**src/rtl/clock_pulse_monitor.sv**
```systemverilog
// clock_pulse_monitor: checks divided-clock pulse spacing, locks after LOCK_CNT good periods, flags errors.
// Optional: define PULSE_WIDTH_CHK_EN to also treat pulses wider than one CLK cycle as errors.
module clock_pulse_monitor #(
    parameter int DIV = 2,
    parameter int LOCK_CNT = 4,
    parameter int ERR_W = 8,
    localparam int PW = $clog2(2*DIV+1)
) (
    input  logic             CLK,
    input  logic             RESET,
    input  logic             ENABLE,
    input  logic             PULSE_IN,
    input  logic             ERR_CLR,
    output logic             LOCKED,
    output logic             ERROR,
    output logic [ERR_W-1:0] ERR_COUNT,
    output logic [PW-1:0]    PERIOD_LAST
);
    localparam int GW = $clog2(LOCK_CNT+1);

    typedef enum logic [1:0] {S_IDLE, S_ACQUIRE, S_LOCKED, S_FAULT} state_t;

    state_t state_q, state_d;
    logic p_q, seen_q, seen_d, rise, wide, meas, good, timeout, bad, err_evt, error_d;
    logic [PW-1:0] per_cnt_q, per_cnt_d, period_d;
    logic [GW-1:0] good_q, good_d;
    logic [ERR_W-1:0] cnt_base, cnt_d;

    assign rise = PULSE_IN & ~p_q;
`ifdef PULSE_WIDTH_CHK_EN
    assign wide = PULSE_IN & p_q;
`else
    assign wide = 1'b0;
`endif
    assign meas = rise & seen_q;
    assign good = meas && per_cnt_q == PW'(DIV);
    // Without a rise the counter can only reach 2*DIV, where it times out.
    assign timeout = seen_q && !rise && per_cnt_q == PW'(2*DIV);
    assign bad = (meas & ~good) | timeout | wide;

    always_comb begin
        state_d = state_q;
        per_cnt_d = per_cnt_q;
        seen_d = seen_q;
        good_d = good_q;
        period_d = PERIOD_LAST;
        err_evt = 1'b0;
        if (!ENABLE || state_q == S_IDLE || state_q == S_FAULT) begin
            state_d = ENABLE ? S_ACQUIRE : S_IDLE;
            per_cnt_d = '0;
            seen_d = 1'b0;
            good_d = '0;
        end else begin
            per_cnt_d = rise ? PW'(1) : timeout ? '0 : seen_q ? per_cnt_q + 1'b1 : per_cnt_q;
            seen_d = rise | (seen_q & ~timeout);
            period_d = meas ? per_cnt_q : PERIOD_LAST;
            if (state_q == S_ACQUIRE) begin
                good_d = bad ? '0 : good ? good_q + 1'b1 : good_q;
                state_d = (good && good_q == GW'(LOCK_CNT-1)) ? S_LOCKED : S_ACQUIRE;
            end else if (bad) begin
                state_d = S_FAULT;
                err_evt = 1'b1;
            end
        end
        // A new error in the same cycle as ERR_CLR lands on top of the cleared value.
        error_d = err_evt | (ERROR & ~ERR_CLR);
        cnt_base = ERR_CLR ? '0 : ERR_COUNT;
        cnt_d = (err_evt && cnt_base != '1) ? cnt_base + 1'b1 : cnt_base;
    end

    always_ff @(posedge CLK or posedge RESET) begin
        if (RESET) begin
            state_q <= S_IDLE;
            p_q <= 1'b0;
            per_cnt_q <= '0;
            seen_q <= 1'b0;
            good_q <= '0;
            LOCKED <= 1'b0;
            ERROR <= 1'b0;
            ERR_COUNT <= '0;
            PERIOD_LAST <= '0;
        end else begin
            state_q <= state_d;
            p_q <= PULSE_IN;
            per_cnt_q <= per_cnt_d;
            seen_q <= seen_d;
            good_q <= good_d;
            LOCKED <= state_d == S_LOCKED;
            ERROR <= error_d;
            ERR_COUNT <= cnt_d;
            PERIOD_LAST <= period_d;
        end
    end
endmodule

```
**config.mk**
```make
export PLATFORM = sky130hd
export DESIGN_NAME = clock_pulse_monitor
export DESIGN_NICKNAME = d
export VERILOG_FILES = /design/src/rtl/clock_pulse_monitor.sv
export SDC_FILE = /design/constraint.sdc
export NUM_CORES = 1
export LEC_CHECK = 0
export CAP_MARGIN = 40
export CORE_MARGIN = 4
export CORE_UTILIZATION = 40
export DETAILED_ROUTE_END_ITERATION = 7
export GPL_TIMING_DRIVEN = 0
export PLACE_DENSITY_LB_ADDON = 0.25
export SLEW_MARGIN = 20
export SYNTH_ARGS = -nofsm -noshare
export SYNTH_HDL_FRONTEND = slang
export SYNTH_SLANG_ARGS = --single-unit
```
**constraint.sdc**
```tcl
create_clock -name CLK -period 2.5 [get_ports CLK]
set_input_delay 0.75 -clock CLK [delete_from_list [all_inputs] [get_ports CLK]]
set_output_delay 0.75 -clock CLK [all_outputs]
set_load 0.005 [all_outputs]
```
After elaboration in Yosys (flattened, before gate mapping)
Cells that the tools add are included.
Widths: inputs -> output; s select.
{ "word_totals": {"regBits": 23, "latchBits": 0, "ramBits": 0, "rom_bits": 0, "in_bits": 5, "output_inout_bits": 13, "wordCells": 66, "mem_count": 0} }
{ "op_classes": {"addsub": 3, "n_mul": 0, "div_mod_pow": 0, "n_lt_le_gt_ge": 0, "eq_ne": 7, "shift": 0, "mux": 19, "n_bitwise": 13, "reduce_logical": 15} }
{ "op_table": {"columns": ["operator", "count"], "rows": [
  ["$mux 3", 8],
  ["$mux 8", 2],
  ["$add 8x1->8 const B", 1],
  ["$mux 2", 4],
  ["$ne 8x8->1 const B", 1],
  ["$add 3x1->3 const B", 2],
  ["$eq 3x2->1 const B", 2],
  ["$and 1x1->1", 5],
  ["$logic_and 1x1->1", 5],
  ["$mux 1", 5],
  ["$not 1->1", 5],
  ["$eq 2x2->1 const B", 2],
  ["$reduce_and 2->1", 2],
  ["$reduce_bool 4->1", 1],
  ["$eq 3x3->1 const B", 1],
  ["$or 1x1->1", 3],
  ["$reduce_bool 3->1", 1],
  ["$eq 2x1->1 const B", 1],
  ["$logic_not 1->1", 2],
  ["$logic_not 2->1", 1],
  ["$logic_or 1x1->1", 2],
  ["$reduce_bool 2->1", 1]
]} }

Longest topological paths before layout
Gate-level depths: netlist (run 1).
{ "logic_depth": {"depth_word": 12, "depth_mapped": 7, "ltp_nobuf": 6} }

Worst setup path after synthesis (run 1)
No wires, ideal clock.
{ "synth_path": {"path_kind": "in2reg", "startpoint": "input ERR_CLR", "endpoint": "register ERR_COUNT[6]", "setup_time_ns": 0.125, "t_arrival_ns": 2.018, "required_ns": 2.375, "path_slack_ns": 0.357, "cell_stages": 7, "n_path_buf": 1, "cell_sequence": "buf_6 > nor2b_1 > ha_1 > and2_1 > nand4_1 > nor4_1 > mux2_2"} }
{ "synth_via": {"elab_chain_len": 4, "word_cells_on_any_way": 5, "cone_classes": "1 x add/sub; 1 x eq/ne; 2 x mux; 1 x reduce/logical"} }
{ "synth_rtl": {"columns": ["item", "line_no", "text"], "rows": [
  ["start: declaration", "13", "input logic ERR_CLR,"],
  ["$mux 8 (*)", "67", "cnt_base = ERR_CLR ? '0 : ERR_COUNT;"],
  ["parallel branches: the longest is 2 deep, another holds $add 8x1->8", null, null],
  ["$mux 8 (*)", "68", "cnt_d = (err_evt && cnt_base != '1) ? cnt_base + 1'b1 : cnt_base;"],
  ["via cnt_d[6]", "27", "logic [ERR_W-1:0] cnt_base, cnt_d;"],
  ["end signal: assignment", "90", "ERR_COUNT <= cnt_d;"],
  ["end: declaration", "16", "output logic [ERR_W-1:0] ERR_COUNT,"]
]} }
Mark *: on every way through the listed nets, which the timed path passes.
A chain may end at the register's enable or synchronous reset.

Worst setup path after layout (run 1)
{ "layout_path": {"startpoint": "input PULSE_IN", "endpoint": "register ERR_COUNT[6]"} }
{ "layout_via": {"elab_chain_len": 11, "word_cells_on_any_way": 14, "cone_classes": "4 x mux; 5 x bitwise; 5 x reduce/logical"} }
{ "layout_rtl": {"columns": ["item", "line_no", "text"], "rows": [
  ["start: declaration", "12", "input logic PULSE_IN,"],
  ["$and 1x1->1 (*)", "29", "assign rise = PULSE_IN & ~p_q;"],
  ["$and 1x1->1", "35", "assign meas = rise & seen_q;"],
  ["$logic_and 1x1->1", "36", "assign good = meas && per_cnt_q == PW'(DIV);"],
  ["$not 1->1", "39", "assign bad = (meas & ~good) | timeout | wide;"],
  ["$and 1x1->1", "39", null],
  ["$or 1x1->1 (*)", "39", null],
  ["$mux 1 (*)", "60", "end else if (bad) begin"],
  ["$mux 1 (*)", "57", "if (state_q == S_ACQUIRE) begin"],
  ["$mux 1 (*)", "48", "if (!ENABLE || state_q == S_IDLE || state_q == S_FAULT) begin"],
  ["$logic_and 1x1->1 (*)", "68", null],
  ["$mux 8 (*)", "68", null],
  ["via cnt_d[6]", "27", null]
]} }
Mark *: on every way through the listed nets, which the timed path passes. The rest lies on a longest branch.

==> out/summary.txt, run 1 <==
Synth Instances = 121
Overflow after GRT = 0
# setup viols final = 0
Fillers = 288
Netlist cell types = 41
Clock sinks = 23
GRT Overall Usage = 0.125
Warnings, synthesis = 0
Worst skew pair latency = 0.32 ns
CP Capture Type = register
CP max stage cell = clkdlybuf4s50_1
Slew headroom = 0.648
Port Buffer Count = 16
Pwr/cell area = 398 nW/µm²
Die area = 4090 µm²
Area Growth Syn to Fin = 20.8%
Setup crit start kind = primary input
Starting Density = 0.413
DRC violations left = 0
Max IR drop VDD = 347 µV
Placed Cells = 182
Met2 Use GR = 0.199
GP Congestion = 0.832
Slew @ Worst Pin = 0.528 ns
Leading area contributor after synthesis = dfrtp_1
Maxcap violations = 0
Worst setup margin = 0.283 ns
WHS Path Cells = 1
Cell count along the critical path = 7
Reg2reg path depth = 7
Outcome = finished clean
Wire per inst = 12.7 µm
Worst min path class = reg2reg
Final Hold Fails = 0
Worst-case clock buffer depth = 2
Top area cells in the synthesized netlist = dfrtp_1 (46%), ha_1 (6.0%), mux2_2 (5.4%)
P_leak = 0.638 nW
Clk_skew = 0.0129 ns
Vias = 942
Post-place setup slack = -0.0354 ns
CP max stage delay = 0.47 ns
Largest net degree at the start of global routing = 15
Root Buffer = clkbuf_4
Power Total = 0.601 mW
Max frequency = 0.451 GHz
Antenna violations before repair = 0
Die width = 63.9 µm
Arrival time at the worst endpoint = 2.43 ns
First-pass GRT wire length = 4.11 mm
Starting DRT DRC Count = 12
Final cell count without fillers = 186
CP bufs+invs = 3
Mapped Avg Cell Area = 10.3 µm²
CTS tree = done
Required @ worst endpoint = 2.71 ns
TritonCTS Buffers = 3
Post-CTS sizing = 0
Layout cells sized above 1 = 0.155
Share of the synthesized area in the top cell type = 0.460
Crit path max fanout = 10
Post-synthesis async set-or-reset flop share = 1.00
Max-slew violation count = 0
Core area = 3030 µm²
Vias per inst = 5.06
Crit share post-route = 0.887
Syn Std Cell Area = 1250 µm²
Die height = 63.9 µm
Busiest layer in global routing = met2
Nets = 154
Main flop type after synthesis = dfrtp_1
CTS Hold Buffers Added = 0
#FFs+latches synth = 23
Worst path cell trace = clkdlybuf4s50_1, nor2b_2, buf_4, a21oi_2, buf_6, nor4_1, mux2_2
Global routing usage on met3 = 0.0369
Met1 usage = 0.165
Vias in the first global route = 922
Unrepaired setup endpoints after global routing = no
Post-detail-place hpwl = 1.79 mm
Final Routed Wirelength = 2.37 mm
Sequential area share after synthesis = 0.460
Final Critical Period = 2.22 ns
I/O Pins = 18
Inserted Diodes = 0
Row count = 20
CP Class = in2reg
Antenna Nets Post-Route = 0
Post-CTS Repair Setup Buffers = 0
Clock slew at reported path FFs = 0.12 ns
Post-synth EDFFs = 0
H-tree depth = 1
Critical path's top delay family = buffers and inverters
Worst hold slack = 0.498 ns
Detailed Routing Iterations Pass 1 = 4
Synth Net Count = 132
-- Yosys cell counts, types with 2 or more instances --
cell,count
nor3_1,3
nand3_1,4
nor4_1,3
o21ai_0,3
and2_1,2
nor2b_1,5
or4_1,3
o22ai_1,2
nand4_1,2
mux2_2,6
nor2_1,4
a21oi_1,7
ha_1,6
dfrtp_1,23
inv_1,10
nand2_1,9
a21boi_0,2
mux2i_1,2
xnor2_1,2
buf_6,2
-- registers in the layout, indices dropped and copies added, names as in the netlist --
| name | flops |
|---|---|
| ERR_COUNT | 8 |
| PERIOD_LAST | 3 |
| good_q | 3 |
| per_cnt_q | 3 |
| state_q | 2 |
| ERROR | 1 |
| LOCKED | 1 |
| p_q | 1 |
| seen_q | 1 |
-- power by group --
part | internal, mW | switching, mW | total [mW]
logic | 0.0197 | 0.0265 | 0.0462
clock network | 0.0612 | 0.117 | 0.178
registers | 0.375 | 0.00211 | 0.377
total | 0.456 | 0.145 | 0.601
-- logic make-up (layout without fill, tap and decap cells) --
group | after synthesis | in the layout | synth area share
buffers and inverters | 14 | 35 | 0.0580
multiplexers | 8 | 8 | 0.0700
adder cells (fa/ha/maj) | 6 | 6 | 0.0600
flip-flops | 23 | 23 | 0.460
AND/OR/NAND/NOR | 46 | 46 | 0.222
XOR/XNOR | 3 | 3 | 0.0210
AO/OA/AOI/OAI | 21 | 21 | 0.109
-- final cells by class --
cell class,instances,area (µm²),area share
Multi-Input combinational cell,84,603,0.399
Tap cell,44,55.1,0.0364
Timing Repair Buffer,17,175,0.116
Clock buffer,3,22.5,0.0149
Inverter,10,37.5,0.0248
Clock inverter,1,7.51,0.00497
Sequential cell,23,576,0.381
Buffer,4,35.0,0.0232
-- layout by cell type (no fill, tap or decap), drive strengths merged, types with 2 or more instances in the layout --
master | netlist | routed
mux2 | 6 | 6
nor4 | 3 | 3
a21oi | 8 | 8
clkdlybuf4s50 | 0 | 16
ha | 6 | 6
nand4 | 2 | 2
inv | 10 | 10
and2 | 2 | 2
xnor2 | 2 | 2
o22ai | 2 | 2
nor3 | 4 | 4
clkbuf | 0 | 3
or4 | 3 | 3
buf | 4 | 5
nand3 | 4 | 4
nor2b | 6 | 6
dfrtp | 23 | 23
o21ai | 4 | 4
a21boi | 2 | 2
mux2i | 2 | 2
nand2 | 10 | 10
nor2 | 4 | 4
-- metal layers --
layer,wire length [µm],vias up
met5,0,-
met4,15,0
met3,100,2
met2,1090,17
met1,1160,452
li1,-,471
-- worst register-to-register path: stages, from the launching register on --
cell	delay, ns
dfrtp_1	0.44
inv_1	0.11
ha_1	0.20
and2_1	0.16
a21oi_2	0.05
buf_6	0.14
nor4_1	0.34
mux2_2	0.38
-- metrics by stage --
step	setup TNS, ns	utilization	instance area, µm²
3_5_place_dp	-0.0621	0.489	1480
4_1_cts	0	0.499	1510
2_1_floorplan	0	-	1250
3_3_place_gp	-0.0484	0.484	1470
5_1_grt	0	0.499	1510
6_report	0	0.499	1510
-- path summary, 6_finish.rpt --
path / slack [ns] / to / start
min: 0.50 / good_q[0]$_DFFE_PP0P_ / good_q[0]$_DFFE_PP0P_
max in group asynchronous: 1.29 / ERR_COUNT[6]$_DFF_PP0_ / RESET
min in group asynchronous: 0.74 / per_cnt_q[2]$_DFFE_PP0P_ / RESET
max: 0.28 / ERR_COUNT[6]$_DFF_PP0_ / PULSE_IN
max reg2reg: 0.57 / ERR_COUNT[6]$_DFF_PP0_ / per_cnt_q[0]$_DFFE_PP0P_
min reg2reg: 0.50 / good_q[0]$_DFFE_PP0P_ / good_q[0]$_DFFE_PP0P_
Power figures use the tool's default switching activity.
==> run 2, diff against run 1 <==
- ABC_CLOCK_PERIOD_IN_PS: not set -> 2500
- CELL_PAD_IN_SITES_DETAIL_PLACEMENT: not set -> 0
- CELL_PAD_IN_SITES_GLOBAL_PLACEMENT: not set -> 1
==> out/summary.txt, run 2 (synthesis gave the netlist of run 1 again) <==
Port Buffer Count = 16 (unchanged)
Outcome = finished clean (unchanged)
Reg2reg path depth = 7 (unchanged)
Worst hold slack = 0.511 ns (was 0.498 ns)
WHS Path Cells = 1 (unchanged)
Pwr/cell area = 395 nW/µm² (was 398 nW/µm²)
Area Growth Syn to Fin = 20.5% (was 20.8%)
Wire per inst = 13.3 µm (was 12.7 µm)
Die area = 4090 µm² (unchanged)
Met3 routed WL = 87 µm (was 100 µm)
Core area = 3030 µm² (unchanged)
Setup crit start kind = primary input (unchanged)
Maxcap violations = 0 (unchanged)
Row count = 20 (unchanged)
Most flop-heavy register = ERR_COUNT (unchanged)
Final Hold Fails = 0 (unchanged)
DRC violations left = 0 (unchanged)
Root Buffer = clkbuf_4 (unchanged)
Layout cells sized above 1 = 0.148 (was 0.155)
Detailed Routing Iterations Pass 1 = 4 (unchanged)
Most frequent cells in the layout = dfrtp_1 (23), clkdlybuf4s50_1 (16), inv_1 (10) (unchanged)
Most common cell after layout, fill and taps aside = dfrtp_1 (unchanged)
Required @ worst endpoint = 2.70 ns (was 2.71 ns)
Top sig layer = met4 (unchanged)
DR WL met2 = 1.13 mm (was 1.09 mm)
Starting DRT DRC Count = 63 (was 12)
Starting Density = 0.413 (unchanged)
CP max stage delay = 0.47 ns (about the same)
Post-place setup slack = -0.0572 ns (was -0.0354 ns)
Critical path's top delay family = buffers and inverters (unchanged)
GP Congestion = 0.771 (was 0.832)
Max IR drop VDD = 280 µV (was 347 µV)
Slew headroom = 0.672 (was 0.648)
Worst skew pair latency = 0.30 ns (was 0.32 ns)
Largest net degree at the start of global routing = 13 (was 15)
Antenna violations before repair = 0 (unchanged)
Hold Startpoint = good_q[0]$_DFFE_PP0P_ (unchanged)
Post-CTS sizing = 0 (unchanged)
CP Class = in2reg (unchanged)
CTS Hold Buffers Added = 0 (unchanged)
Overflow after GRT = 0 (unchanged)
Arrival time at the worst endpoint = 2.44 ns (was 2.43 ns)
Post-detail-place hpwl = 1.89 mm (was 1.79 mm)
P_leak = 0.639 nW (was 0.638 nW)
Post-CTS Repair Setup Buffers = 0 (unchanged)
Power Total = 0.595 mW (was 0.601 mW)
Final Routed Wirelength = 2.47 mm (was 2.37 mm)
Max-slew violation count = 0 (unchanged)
Vias = 944 (was 942)
GRT Overall Usage = 0.139 (was 0.125)
Fillers = 280 (was 288)
Clock slew at reported path FFs = 0.13 ns (was 0.12 ns)
Nets = 154 (unchanged)
Die height = 63.9 µm (unchanged)
Crit share post-route = 0.894 (was 0.887)
Worst R2R Start = per_cnt_q[0]$_DFFE_PP0P_ (unchanged)
Final Critical Period = 2.24 ns (was 2.22 ns)
First-pass GRT wire length = 4.50 mm (was 4.11 mm)
Metal-1 WL = 1.24 mm (was 1.16 mm)
Clk_skew = 0.00315 ns (was 0.0129 ns)
CTS tree = done (unchanged)
Worst setup margin = 0.265 ns (was 0.283 ns)
H-tree depth = 1 (unchanged)
Vias in the first global route = 990 (was 922)
Worst path cell trace = clkdlybuf4s50_1, nor2b_2, buf_4, a21oi_2, buf_6, nor4_1, mux2_2 (unchanged)
Max frequency = 0.447 GHz (was 0.451 GHz)
Clock sinks = 23 (unchanged)
Max reg flops = 8 (unchanged)
WHS Endpoint = good_q[0]$_DFFE_PP0P_ (unchanged)
CP max stage cell = clkdlybuf4s50_1 (unchanged)
Crit path max fanout = 10 (unchanged)
I/O Pins = 18 (unchanged)
Final cell count without fillers = 186 (unchanged)
R2R Setup Slk = 0.60 ns (was 0.57 ns)
Inserted Diodes = 0 (unchanged)
Final setup TNS = 0 ns (unchanged)
TritonCTS Buffers = 3 (unchanged)
Unrepaired setup endpoints after global routing = no (unchanged)
CP Capture Type = register (unchanged)
Antenna Nets Post-Route = 0 (unchanged)
Die width = 63.9 µm (unchanged)
Vias per inst = 5.08 (was 5.06)
CP bufs+invs = 3 (unchanged)
Slew @ Worst Pin = 0.491 ns (was 0.528 ns)
Placed Cells = 182 (unchanged)
Worst-case clock buffer depth = 2 (unchanged)
Worst min path class = reg2reg (unchanged)
FF-to-FF End = ERR_COUNT[6]$_DFF_PP0_ (unchanged)
# setup viols final = 0 (unchanged)
## run 2: changes by cell type in the layout (fill, tap and decap cells not counted), sizes merged
cell,before,now
clkbuf,3,4
clkinvlp,1,0
## run 2: cell type report
| class | instances | area (µm²) | area share |
|---|---|---|---|
| repair buffers | 17 | 175 | 0.116 |
| well taps | 44 | 55.1 | 0.0365 |
| clock buffers | 4 | 26.3 | 0.0174 |
| inverters | 10 | 37.5 | 0.0249 |
| plain buffers | 4 | 35.0 | 0.0232 |
| flip-flops and latches | 23 | 576 | 0.382 |
| multi-input cells | 84 | 603 | 0.400 |
## run 2: how the worst max path moves through the flow
| stage | start | to | slack (ns) | depth (start not counted) |
|---|---|---|---|---|
| floorplan | ERR_CLR | ERR_COUNT[6]$_DFF_PP0_ | 0.36 | 7 |
| detailed placement | PULSE_IN | ERR_COUNT[6]$_DFF_PP0_ | -0.06 | 7 |
| global route | PULSE_IN | ERR_COUNT[6]$_DFF_PP0_ | 0.24 | 7 |
| CTS | PULSE_IN | ERR_COUNT[6]$_DFF_PP0_ | 0.28 | 7 |
| global placement | PULSE_IN | ERR_COUNT[6]$_DFF_PP0_ | -0.02 | 7 |
| finish | PULSE_IN | ERR_COUNT[6]$_DFF_PP0_ | 0.26 | 7 |
## run 2: metal layers
layer,track usage,up-vias
met5,0,-
met4,0.0485,0
met3,0.0299,2
met2,0.205,15
met1,0.200,455
li1,-,472
## run 2: power breakdown
part,internal [mW],total (mW),switching [mW],leakage (nW)
Sequential,0.375,0.377,0.00192,0.316
Clock,0.0622,0.172,0.110,0.0150
Combinational,0.0195,0.0461,0.0266,0.308
## run 2: worst reg2reg max path, cell delays in order (launching register included)
cell and delay [ns]:
dfrtp_1 0.44, inv_1 0.11, ha_1 0.18, and2_1 0.16, a21oi_2 0.05, buf_6 0.14, nor4_1 0.35, mux2_2 0.37
## run 2: metrics by stage
step,area (µm²),utilization
after detailed placement,1480,0.489
after floorplan,1250,-
final,1510,0.498
after global placement,1470,0.484
after global routing,1510,0.498
after CTS,1510,0.498
==> run 3, diff against run 2 <==
- PLACE_DENSITY: not set -> 0.79
- PLACE_DENSITY_LB_ADDON: 0.25 -> not set
==> out/summary.txt, run 3 (synthesis gave the netlist of run 1 again) <==
Util after Layout = 0.498 (about the same)
Power Total = 0.596 mW (was 0.595 mW)
Die width = 63.9 µm (unchanged)
Nets = 154 (unchanged)
Antenna Nets Post-Route = 0 (unchanged)
Largest net degree at the start of global routing = 16 (was 13)
Row count = 20 (unchanged)
Detailed Routing Iterations Pass 1 = 4 (unchanged)
GRT Overall Usage = 0.131 (was 0.139)
FF-to-FF End = ERR_COUNT[1]$_DFF_PP0_ (was ERR_COUNT[6]$_DFF_PP0_)
Outcome = finished clean (unchanged)
Max frequency = 0.460 GHz (was 0.447 GHz)
Fillers = 293 (was 280)
Worst-case clock buffer depth = 2 (unchanged)
CTS Hold Buffers Added = 0 (unchanged)
Arrival time at the worst endpoint = 2.39 ns (was 2.44 ns)
R2R Setup Slk = 0.60 ns (about the same)
Sw Ratio = 0.238 (was 0.232)
Inserted Diodes = 0 (unchanged)
CP Class = in2reg (unchanged)
Clock sinks = 23 (unchanged)
Worst min path class = reg2reg (unchanged)
Port Buffer Count = 16 (unchanged)
Layout cells sized above 1 = 0.155 (was 0.148)
Worst hold slack = 0.501 ns (was 0.511 ns)
Worst skew pair latency = 0.31 ns (was 0.30 ns)
Final Critical Period = 2.17 ns (was 2.24 ns)
Final Routed Wirelength = 2.39 mm (was 2.47 mm)
Worst setup path endpoint = ERR_COUNT[1]$_DFF_PP0_ (was ERR_COUNT[6]$_DFF_PP0_)
P_leak = 0.642 nW (was 0.639 nW)
Clk pwr share = 0.290 (was 0.289)
Post-CTS Repair Setup Buffers = 0 (unchanged)
Core area = 3030 µm² (unchanged)
Flop pwr share = 0.633 (was 0.634)
# setup viols final = 0 (unchanged)
Vias = 930 (was 944)
Post-CTS sizing = 0 (unchanged)
Required @ worst endpoint = 2.72 ns (was 2.70 ns)
Net Switching = 0.142 mW (was 0.138 mW)
Die area = 4090 µm² (unchanged)
Starting Density = 0.413 (unchanged)
GP Congestion = 0.816 (was 0.771)
First-pass GRT wire length = 4.26 mm (was 4.50 mm)
CP Capture Type = register (unchanged)
H-tree depth = 1 (unchanged)
Clock slew at reported path FFs = 0.13 ns (about the same)
Most flop-heavy register = ERR_COUNT (unchanged)
I/O Pins = 18 (unchanged)
Share of total power in combinational logic = 0.077 (was 0.078)
Unrepaired setup endpoints after global routing = no (unchanged)
Worst Setup SP = PULSE_IN (unchanged)
Antenna violations before repair = 0 (unchanged)
Max reg flops = 8 (unchanged)
Crit share post-route = 0.869 (was 0.894)
Pwr/cell area = 395 nW/µm² (about the same)
Slew headroom = 0.753 (was 0.672)
Post-place setup slack = -0.0138 ns (was -0.0572 ns)
Setup crit start kind = primary input (unchanged)
Clk_skew = 0.00626 ns (was 0.00315 ns)
Max IR drop VDD = 218 µV (was 280 µV)
DRC violations left = 0 (unchanged)
Vias per inst = 5.00 (was 5.08)
Final setup TNS = 0 ns (unchanged)
Worst setup margin = 0.328 ns (was 0.265 ns)
Reg2reg path depth = 7 (unchanged)
Vias in the first global route = 943 (was 990)
Worst R2R Start = per_cnt_q[0]$_DFFE_PP0P_ (unchanged)
Slew @ Worst Pin = 0.370 ns (was 0.491 ns)
Final Hold Fails = 0 (unchanged)
Overflow after GRT = 0 (unchanged)
Crit path max fanout = 10 (unchanged)
Die height = 63.9 µm (unchanged)
Post-detail-place hpwl = 1.77 mm (was 1.89 mm)
Max-slew violation count = 0 (unchanged)
TritonCTS Buffers = 3 (unchanged)
Most frequent cells in the layout = dfrtp_1 (23), clkdlybuf4s50_1 (16), inv_1 (10) (unchanged)
Maxcap violations = 0 (unchanged)
Most common cell after layout, fill and taps aside = dfrtp_1 (unchanged)
Pint = 0.455 mW (was 0.457 mW)
Starting DRT DRC Count = 25 (was 63)
CTS tree = done (unchanged)
Area Growth Syn to Fin = 20.6% (was 20.5%)
Root Buffer = clkbuf_4 (unchanged)
Wire per inst = 12.8 µm (was 13.3 µm)
-- run 3: worst min-delay path by stage --
stage	start	to	slack [ns]	depth (start not counted)
CTS	good_q[0]$_DFFE_PP0P_	good_q[0]$_DFFE_PP0P_	0.51	1
floorplan	good_q[0]$_DFFE_PP0P_	good_q[0]$_DFFE_PP0P_	0.46	1
global placement	good_q[0]$_DFFE_PP0P_	good_q[0]$_DFFE_PP0P_	0.47	1
global route	good_q[0]$_DFFE_PP0P_	good_q[0]$_DFFE_PP0P_	0.53	1
finish	good_q[0]$_DFFE_PP0P_	good_q[0]$_DFFE_PP0P_	0.50	1
detailed placement	good_q[0]$_DFFE_PP0P_	good_q[0]$_DFFE_PP0P_	0.49	1
-- run 3: power by group through the flow --
stage                     registers [mW]  clock network [mW]  logic [mW]
after floorplan                    0.384                   0      0.0300
after global placement             0.384                   0      0.0437
after detailed placement           0.384                   0      0.0467
after CTS                          0.377               0.181      0.0468
after global routing               0.378               0.199      0.0516
final                              0.377               0.173      0.0460
-- run 3: area by class of cell --
class                           instances  area, µm²  area share
Multi-Input combinational cell         84        603       0.400
Clock inverter                          1       5.00     0.00332
Tap cell                               44       55.1      0.0365
Inverter                               10       37.5      0.0249
Clock buffer                            3       22.5      0.0149
Timing Repair Buffer                   17        175       0.116
Buffer                                  4       35.0      0.0232
Sequential cell                        23        576       0.381
-- run 3: metal layers --
metal / global-route usage / up-vias / part of all wire
met2: 0.200 / 22 / 0.46
met5: 0 / - / 0
met1: 0.178 / 435 / 0.48
met4: 0.0566 / 0 / 0.018
li1: - / 469 / -
met3: 0.0299 / 4 / 0.041
-- run 3: critical path, cell delays in order --
cell,delay [ns]
clkdlybuf4s50_1,0.47
nor2b_2,0.12
buf_4,0.15
a21oi_2,0.07
buf_6,0.14
nor3_1,0.31
mux2_2,0.37
-- run 3: per-stage QoR --
stage / instances / instance area, µm²
global route: 186 / 1510
detailed placement: 182 / 1480
finish: 186 / 1510
floorplan: 121 / 1250
CTS: 186 / 1510
global placement: 181 / 1470
